## src/rtl/inst_loader.sv

```systemverilog
// Boot-time instruction memory loader: framed big-endian byte stream to word writes.
// Optional trailing XOR checksum byte compiled in with LOADER_CHECKSUM_EN.
module inst_loader #(
    parameter int ADDR_WIDTH = 8
) (
    input  logic                  Clk,
    input  logic                  Rst,
    input  logic                  Byte_Valid,
    input  logic [7:0]            Byte_Data,
    output logic                  Byte_Ready,
    output logic                  Mem_Write_En,
    output logic [ADDR_WIDTH-1:0] Mem_Write_Addr,
    output logic [31:0]           Mem_Write_Data,
    output logic                  Cpu_Hold,
    output logic                  Done,
    output logic                  Error
);

    localparam logic [2:0] S_CNT_HI = 3'd0;
    localparam logic [2:0] S_CNT_LO = 3'd1;
    localparam logic [2:0] S_DATA   = 3'd2;
`ifdef LOADER_CHECKSUM_EN
    localparam logic [2:0] S_CSUM   = 3'd3;
`endif
    localparam logic [2:0] S_DONE   = 3'd4;
    localparam logic [2:0] S_ERROR  = 3'd5;

    localparam logic [16:0] MAX_WORDS = 17'(1) << ADDR_WIDTH;

    logic [2:0]            state;
    logic [7:0]            cnt_hi;
    logic [ADDR_WIDTH:0]   n_words;
    logic [ADDR_WIDTH:0]   word_cnt;
    logic [1:0]            byte_cnt;
    logic [23:0]           word;
    logic                  done_r;
    logic                  error_r;
`ifdef LOADER_CHECKSUM_EN
    logic [7:0]            csum;
`endif

    logic        accept;
    logic [15:0] count_next;
    logic        last_word;

    assign Byte_Ready = (state != S_DONE) && (state != S_ERROR);
    assign accept     = Byte_Valid && Byte_Ready;
    assign count_next = {cnt_hi, Byte_Data};
    assign last_word  = (word_cnt + 1'b1) == n_words;
    assign Done       = done_r;
    assign Error      = error_r;
    assign Cpu_Hold   = !done_r;

    always_ff @(posedge Clk) begin
        if (Rst) begin
            state          <= S_CNT_HI;
            cnt_hi         <= '0;
            n_words        <= '0;
            word_cnt       <= '0;
            byte_cnt       <= '0;
            word           <= '0;
            done_r         <= 1'b0;
            error_r        <= 1'b0;
            Mem_Write_En   <= 1'b0;
            Mem_Write_Addr <= '0;
            Mem_Write_Data <= '0;
`ifdef LOADER_CHECKSUM_EN
            csum           <= '0;
`endif
        end else begin
            Mem_Write_En <= 1'b0;
`ifndef LOADER_CHECKSUM_EN
            // Done trails the final write pulse by one cycle
            if (state == S_DONE)
                done_r <= 1'b1;
`endif
            if (accept) begin
`ifdef LOADER_CHECKSUM_EN
                csum <= csum ^ Byte_Data;
`endif
                case (state)
                    S_CNT_HI: begin
                        cnt_hi <= Byte_Data;
                        state  <= S_CNT_LO;
                    end
                    S_CNT_LO: begin
                        n_words <= count_next[ADDR_WIDTH:0];
                        if ({1'b0, count_next} > MAX_WORDS) begin
                            state   <= S_ERROR;
                            error_r <= 1'b1;
                        end else if (count_next == '0) begin
`ifdef LOADER_CHECKSUM_EN
                            state <= S_CSUM;
`else
                            state <= S_DONE;
`endif
                        end else begin
                            state <= S_DATA;
                        end
                    end
                    S_DATA: begin
                        byte_cnt <= byte_cnt + 2'd1;
                        word     <= {word[15:0], Byte_Data};
                        if (byte_cnt == 2'd3) begin
                            Mem_Write_En   <= 1'b1;
                            Mem_Write_Addr <= word_cnt[ADDR_WIDTH-1:0];
                            Mem_Write_Data <= {word, Byte_Data};
                            word_cnt       <= word_cnt + 1'b1;
                            if (last_word) begin
`ifdef LOADER_CHECKSUM_EN
                                state <= S_CSUM;
`else
                                state <= S_DONE;
`endif
                            end
                        end
                    end
`ifdef LOADER_CHECKSUM_EN
                    S_CSUM: begin
                        if (Byte_Data == csum) begin
                            state  <= S_DONE;
                            done_r <= 1'b1;
                        end else begin
                            state   <= S_ERROR;
                            error_r <= 1'b1;
                        end
                    end
`endif
                    default: state <= state;
                endcase
            end
        end
    end

endmodule
```

## config.mk

```make
export PLATFORM = sky130hd
export DESIGN_NAME = inst_loader
export DESIGN_NICKNAME = d
export VERILOG_FILES = /design/src/rtl/inst_loader.sv
export SDC_FILE = /design/constraint.sdc
export NUM_CORES = 1
export LEC_CHECK = 0
export ABC_AREA = 0
export BUFFER_PORTS_ARGS = -buffer_cell sky130_fd_sc_hd__buf_2
export CORE_MARGIN = 2
export CORE_UTILIZATION = 25
export CTS_CLUSTER_SIZE = 25
export DETAILED_ROUTE_END_ITERATION = 10
export PLACE_DENSITY = 0.38
export SETUP_SLACK_MARGIN = 0.2
export SYNTH_ARGS = -nofsm -noshare
export SYNTH_HDL_FRONTEND = slang
export SYNTH_SLANG_ARGS = --single-unit
```

## constraint.sdc

```tcl
create_clock -name Clk -period 6.3 [get_ports Clk]
set_input_delay 1.26 -clock Clk [delete_from_list [all_inputs] [get_ports Clk]]
set_output_delay 1.26 -clock Clk [all_outputs]
set_load 0.05 [all_outputs]
```

=== After elaboration in Yosys (flattened, before gate mapping) ===
Index checks and enable logic that the tools add are counted.

* Input port bits: 11
* Output and inout port bits: 45
* Register bits after elaboration: 98

* Mux-type cells: 6
* Equal/unequal tests: 9
* Order comparisons: 1
* Add/subtract/negate cells: 2
* Bitwise logic cells: 2
* Reductions and logical operators: 13

{| class="wikitable"
|+ Operators with widths
! cell !! number
|-
| 16-bit by 9-bit greater-than comparator with 1-bit output (second input constant) || 1
|-
| 16-bit zero test || 1
|-
| 3-bit 2-to-1 mux || 4
|-
| 9-bit by 1-bit adder with 9-bit output (second input constant) || 1
|-
| 9-bit equality test || 1
|-
| 3-bit one-hot mux with 3 select lines || 1
|-
| 3-bit inequality test (second input constant) || 2
|-
| 2-bit AND reduction || 3
|-
| 3-bit AND reduction || 2
|-
| 2-bit inequality test (second input constant) || 2
|-
| 4-bit AND reduction || 1
|-
| 3-bit by 1-bit equality test with 1-bit output (second input constant) || 1
|-
| 3-bit by 2-bit equality test with 1-bit output (second input constant) || 1
|-
| 3-bit equality test (second input constant) || 1
|-
| 3-bit zero test || 1
|-
| 3-bit nonzero test || 1
|-
| 3-bit OR reduction || 1
|-
| 2-bit by 1-bit adder with 2-bit output (second input constant) || 1
|-
| 2-bit equality test (second input constant) || 1
|-
| 1-bit logical AND || 2
|-
| 1-bit inverter || 2
|-
| 1-bit zero test || 1
|-
| 1-bit 2-to-1 mux || 1
|}

=== Logic depth before layout (Yosys ltp) ===
Gate-level depths: netlist of the first run.

* Word-level depth: 5
* Gate-level depth with buffers: 8
* Mapped depth without buffers: 7

=== Worst setup path before layout of the first run ===
No wires, ideal clock.

* Path kind: input port to flip-flop
* From: input port Byte_Valid
* To: register Mem_Write_Addr[0]
* Data arrival time: 2.445 ns
* Path slack: 3.785 ns
* Data required time: 6.230 ns
* Stages on the path: 8
* Buffers on the path: 3
* Path through: nand2b_1 -> clkbuf_1 -> nor3_4 -> and2_1 -> buf_2 -> buf_2 -> nand2_1 -> a21oi_1

* Word-level cells in the longest chain between the ends: 2

{| class="wikitable"
|+ RTL lines
! item !! line !! text
|-
| start, declared || 8 || <nowiki>input logic Byte_Valid,</nowiki>
|-
| 1-bit logical AND || 47 || <nowiki>assign accept = Byte_Valid && Byte_Ready;</nowiki>
|-
| 3-bit AND reduction (no line) || n/a ||
|-
| end signal, assigned || 106 || <nowiki>Mem_Write_Addr <= word_cnt[ADDR_WIDTH-1:0];</nowiki>
|-
| end, declared || 12 || <nowiki>output logic [ADDR_WIDTH-1:0] Mem_Write_Addr,</nowiki>
|}

Every way passes these cells.
A chain may end at the register's enable or synchronous reset.

=== Worst setup path after layout of the first run ===
* From: input port Byte_Valid
* To: register word_cnt[7]

* Word-level cells in the longest chain between the ends: 2

{| class="wikitable"
|+ RTL lines
! item !! line !! text
|-
| 1-bit logical AND || 47 ||
|-
| 3-bit AND reduction (no line) || n/a ||
|-
| end signal, assigned || 108 || <nowiki>word_cnt <= word_cnt + 1'b1;</nowiki>
|-
| end, declared || 33 || <nowiki>logic [ADDR_WIDTH:0] word_cnt;</nowiki>
|}

Every way passes these cells.

==> out/results.txt, run 1 <==
Final Cycle Share -> 61.8%
placed instance area -> 0.00426 mm2
Cell Chain, Critical Path -> buf_2, nand2b_1, nor3_4, and2_1, buf_4, nand4_1, xor2_1, nor2_1
Final Cell Area -> 0.00457 mm2
Post-CTS Setup Bufs -> 0
drt via density -> 4.64
largest net degree at the start of global routing -> 57
vias in the first global route -> 3055
hold-fix buffers at CTS -> 0
layout cells sized above 1 -> 15.1%
Post-Synthesis Cells -> 494
Rows -> 45
final hold vios -> 0
drt pass-1 iters -> 4
Primary FF master, synth -> dfxtp_1
worst slew pin tran -> 1220 ps
DRC -> 0
Lkg Pwr -> 1.65 nW
FILL cells -> 1659
syn_nets -> 507
Setup Crit Path Kind -> in -> reg
die area -> 0.0165 mm2
Final Critical Period -> 3890 ps
largest buffer count on any clock path -> 2
Max Freq -> 0.257 GHz
cts bufs inserted -> 9
Horiz. Die Dim -> 128 um
peak supply drop -> 126 uV
CTS tree -> yes
Top delay family on crit path -> simple AND/OR/NAND/NOR gates
clk slew on worst S/H paths -> 70 ps
deepest level of the CTS H-tree -> 3
WP buf/inv -> 2
Seq cells post-synth -> 98
Slew Viols, Final -> 0
EDFF count, synth -> 0
dpl hpwl -> 6770 um
Yosys Warn Count -> 0
Unique masters post-synth -> 38
Routed wire per std cell -> 14.4 um
final setup vio count -> 0
skew final -> 6.08 ps
CP peak stage delay -> 910 ps
routability cong. -> 0.777
status -> finished clean
Mapped Area -> 0.00386 mm2
IO Pins -> 56
CP Capture Type -> flip-flop
global-route wire length before repair -> 16500 um
area delta synth->final -> 18.3%
register area share after synthesis -> 50.8%
RSZ-0062 raised after global routing -> false
FFs w/ async S/R, synth -> 0%
GRT Overall Usage -> 13.0%
Clk Latency, worst-skew pair -> 350 ps
CTS resizes -> 0
critical path arrival -> 4100 ps
slowest cell on the critical path -> and2_1
Worst Hold Class -> reg -> reg
die height -> 128 um
Core Box Area -> 0.0151 mm2
CP startpoint kind -> input port
number of max-cap violations -> 0
clock net sink count -> 98
antenna violations before repair -> 0
Initial Util -> 25.5%
Vias -> 3352
remaining antenna violation count after routing -> 0
IO Port Bufs -> 55
power per cell area -> 286 mW/mm2
n_diodes -> 0
critical path peak fanout -> 28
drt total wl -> 10400 um
drt first-iter violations -> 172
Req. time, crit path -> 6500 ps
total negative setup slack -> 0 ps
GRT overflow -> 0
CTS Root Cell -> clkbuf_16
max_slew headroom -> 17.8%
average cell area after synthesis -> 7.82 um2
layout net count -> 543
-- cell usage in the layout, fill, tap and decap left out, types with 2 or more instances in the layout --
cell and n:
nor3_1 6, xnor2_1 9, nand2_1 177, inv_8 2, nand2b_1 2, ha_1 2, inv_6 2, o21ai_0 3
a21oi_1 89, nand4_1 3, clkbuf_16 9, or3_1 4, nor2_1 19, dfxtp_1 98, xor2_1 8, a31oi_1 3
buf_2 55, buf_4 3, nand3_1 9, nor4_1 5, inv_1 4
-- path summary, 6_finish.rpt --
kind                            slack [ps]                 to  cells past startpoint         startpoint
worst min-delay path                   450  Mem_Write_Addr[5]                      2  Mem_Write_Addr[5]
worst min register to register         450  Mem_Write_Addr[5]                      2  Mem_Write_Addr[5]
worst max-delay path                  2410        word_cnt[7]                      8         Byte_Valid
worst max register to register        2950        word_cnt[7]                      7           state[2]
-- routing by layer --
metal	part of all wire (%)	global-route usage, %
met1	52	18.4
met5	0	0
met4	2.0	5.37
met3	4.7	3.55
met2	42	18.7
-- cells by family after synthesis --
logic type / after synthesis / share of synthesized area [%]
DFF: 98 / 50.8
and+or+nand+nor: 234 / 25.5
buffers and inverters: 38 / 3.98
AOI/OAI and AO/OA: 104 / 14.8
adders and majority gates: 2 / 0.648
xor gates and xnor gates: 18 / 4.28
-- registers in the layout, indices dropped and copies added (netlist names) --
register	count
state	3
Error	1
Mem_Write_Data	32
Mem_Write_Addr	8
n_words	9
byte_cnt	2
Done	1
word	24
Mem_Write_En	1
word_cnt	9
cnt_hi	8
-- final cells by class --
class	count	area (um2)	share of cell area, %
Clock inverter	7	82.6	1.81
Inverter	5	18.8	0.411
Tap cell	188	235	5.15
Sequential cell	98	1960	42.9
Clock buffer	9	225	4.93
Timing Repair Buffer	58	298	6.52
Multi-Input combinational cell	358	1750	38.2
-- cells in the mapped netlist, types with 5 or more instances --
master,instances,area [um2]
a21oi_1,89,445
buf_2,9,45.0
clkbuf_1,24,90.1
dfxtp_1,98,1960
nand2_1,177,664
nand3_1,9,45.0
nor2_1,19,71.3
nor3_1,6,30.0
nor4_1,5,31.3
xnor2_1,9,78.8
xor2_1,8,70.1
-- stage by stage --
stage,power (mW),instances,utilization [%],hold slack [ps],worst slack [ps]
after floorplan,0.717,494,-,431,3780
after global placement,0.744,707,28.1,440,2110
after detailed placement,0.745,707,28.1,443,1970
after CTS,1.34,723,30.2,453,2350
after global routing,1.36,723,30.2,471,2030
final,1.31,723,30.2,449,2410
-- where the power goes --
group	switching, mW	internal, mW
Clock	0.261	0.316
Combinational	0.0623	0.0256
Sequential	0.0110	0.631
Total	0.335	0.972
-- worst reg2reg max path, stage by stage (launching register included) --
cell,delay [ps]
dfxtp_1,350
nand2b_1,300
nor3_4,860
and2_1,920
buf_4,420
nand4_1,150
xor2_1,150
nor2_1,50
Note: power is estimated with default switching activity, not from simulation.
==> run 2, diff against run 1 <==
--- a/config.mk
+++ b/config.mk
@@ -11,7 +11,7 @@
 export CORE_UTILIZATION = 25
 export CTS_CLUSTER_SIZE = 25
 export DETAILED_ROUTE_END_ITERATION = 10
-export PLACE_DENSITY = 0.38
+export PLACE_DENSITY = 0.4
 export SETUP_SLACK_MARGIN = 0.2
 export SYNTH_ARGS = -nofsm -noshare
 export SYNTH_HDL_FRONTEND = slang
==> constraint.sdc (replaced) <==
create_clock -name Clk -period 3.55 [get_ports Clk]
set_input_delay 0.71 -clock Clk [delete_from_list [all_inputs] [get_ports Clk]]
set_output_delay 0.71 -clock Clk [all_outputs]
set_load 0.05 [all_outputs]
==> run 2 against run 1 <==
Against the previous run: total power rose by 75%; hold slack improved by 3.6 ps; largest power group unchanged; register-to-register slack lost 1800 ps; design area up 0.79%; largest cell class unchanged; core utilization increased by 0.24 points; setup slack lost 1200 ps; sequential share of layout area shrank 0.34 points; critical endpoint is now state[2]; critical path depth fell by 1; combinational power increased by 79%; clock power grew 72%.
==> out/results.txt, run 2 (synthesized netlist as in run 1, its figures left out) <==
status -> finished clean
Initial Util -> 25.5% (unchanged)
CTS Root Cell -> clkbuf_16
skew final -> 9.93 ps (+3.85 ps)
IO Pins -> 56 (unchanged)
cts bufs inserted -> 9 (unchanged)
number of max-cap violations -> 0 (unchanged)
n_diodes -> 0 (unchanged)
CP Capture Type -> flip-flop
crit path from -> word_cnt[0]
Final Cell Area -> 0.00460 mm2 (+0.79%)
biggest regs -> Mem_Write_Data x32, word x24
deepest level of the CTS H-tree -> 3 (unchanged)
IO Port Bufs -> 55 (unchanged)
GRT overflow -> 0 (unchanged)
critical path arrival -> 2630 ps (-1470 ps)
drt total wl -> 9860 um (-5.5%)
area delta synth->final -> 19.2%
sequential cell area -> 0.00196 mm2 (unchanged)
final setup vio count -> 0 (unchanged)
clock net sink count -> 98 (unchanged)
Horiz. Die Dim -> 128 um (unchanged)
Req. time, crit path -> 3810 ps (-2690 ps)
Final Critical Period -> 2370 ps
remaining antenna violation count after routing -> 0 (unchanged)
most common cell after layout, fill and taps aside -> nand2_1
CTS tree -> yes
Top delay family on crit path -> simple AND/OR/NAND/NOR gates
CTS resizes -> 0 (unchanged)
WP buf/inv -> 0 (-2)
Setup Crit Path Kind -> reg -> reg
routability cong. -> 0.736 (-5.2%)
slowest cell on the critical path -> dfxtp_1
grt met1 use -> 17.6% (-0.83 points)
FILL cells -> 1630 (-1.7%)
Cell Chain, Critical Path -> ha_1, nand3_2, xnor2_1, nor4b_2, o311ai_1, or3_1, a221oi_2
die area -> 0.0165 mm2 (unchanged)
CP startpoint kind -> flip-flop
largest net degree at the start of global routing -> 69 (+21%)
Vias -> 3326 (-0.78%)
Routed wire per std cell -> 13.6 um (-6.0%)
Biggest register -> Mem_Write_Data
GRT met2 Usage -> 18.3% (-0.41 points)
clk slew on worst S/H paths -> 70 ps (about the same)
die height -> 128 um (unchanged)
hold-fix buffers at CTS -> 0 (unchanged)
peak supply drop -> 194 uV (+54%)
Clk Latency, worst-skew pair -> 350 ps (about the same)
CP peak stage delay -> 480 ps (-430 ps)
dpl hpwl -> 6630 um (-2.1%)
RR Startpoint -> word_cnt[0]
Core Box Area -> 0.0151 mm2 (unchanged)
Final Cycle Share -> 66.7%
max_slew headroom -> 38.0% (+20 points)
total negative setup slack -> 0 ps (unchanged)
worst slew pin tran -> 922 ps (-301 ps)
Max Freq -> 0.422 GHz
drt first-iter violations -> 197 (+15%)
power per cell area -> 498 mW/mm2 (+74%)
drt pass-1 iters -> 4 (unchanged)
Lkg Pwr -> 1.66 nW (+0.72%)
RSZ-0062 raised after global routing -> false
Slew Viols, Final -> 0 (unchanged)
layout cells sized above 1 -> 15.6% (+0.44 points)
busiest layer in global routing -> met2
GR Util met3 -> 2.25% (-1.3 points)
DRC -> 0 (unchanged)
final hold vios -> 0 (unchanged)
drt via density -> 4.57 (-1.3%)
placed instance area -> 0.00430 mm2 (+1.0%)
HP Start -> Mem_Write_Data[30]
layout net count -> 547 (+0.74%)
Finished Core Util -> 30.4% (+0.24 points)
largest buffer count on any clock path -> 2 (unchanged)
critical path peak fanout -> 9 (-68%)
most frequent cells in the layout -> nand2_1, dfxtp_1, a21oi_1
max reg flops -> 32 (unchanged)
Worst Hold Class -> reg -> reg
global-route wire length before repair -> 16000 um (-2.7%)
Post-CTS Setup Bufs -> 0 (unchanged)
multi-input logic area -> 0.00175 mm2 (unchanged)
GRT Overall Usage -> 12.4% (-0.61 points)
Rows -> 45 (unchanged)
antenna violations before repair -> 0 (unchanged)
vias in the first global route -> 3163 (+3.5%)
[run 2: layout make-up]
class | instances | share of cell area [%]
clock buffer | 10 | 4.97
clock inverter | 6 | 1.58
inverter | 5 | 0.408
multi-input combinational | 358 | 37.9
sequential | 98 | 42.6
tap | 188 | 5.11
timing repair buffer | 62 | 7.39
[run 2: report_power, final]
part           leakage (nW)  internal, mW  switching (mW)
clock                 0.137         0.554           0.440
combinational         0.733        0.0485           0.108
sequential            0.791          1.12          0.0196
total                  1.66          1.72           0.568
[run 2: worst paths after layout]
kind	end	slack [ps]	cells past startpoint
hold reg to reg	Mem_Write_Data[30]	450	2
setup reg to reg	state[2]	1180	7
setup / recovery	state[2]	1180	7
hold / removal	Mem_Write_Data[30]	450	2
[run 2: layer usage]
metal  share of wire (%)  vias up
li1                    -     1711
met1                  52     1532
met2                  41       71
met3                 4.8       12
met4                 1.9        0
met5                   0        -
[run 2: stage by stage]
| step | hold slack [ps] | cells | power [mW] | setup WS (ps) |
|---|---|---|---|---|
| 6_report | 452 | 727 | 2.29 | 1180 |
| 5_1_grt | 474 | 727 | 2.39 | 997 |
| 4_1_cts | 457 | 727 | 2.33 | 1180 |
| 3_3_place_gp | 443 | 711 | 1.32 | 1170 |
| 3_5_place_dp | 447 | 711 | 1.32 | 1130 |
| 2_1_floorplan | 431 | 494 | 1.27 | 1510 |
[run 2: worst register-to-register path, stage by stage, from the launching register on]
cell and delay [ps]:
dfxtp_1 480, ha_1 420, nand3_2 160, xnor2_1 170, nor4b_2 250, o311ai_1 170, or3_1 410, a221oi_2 240
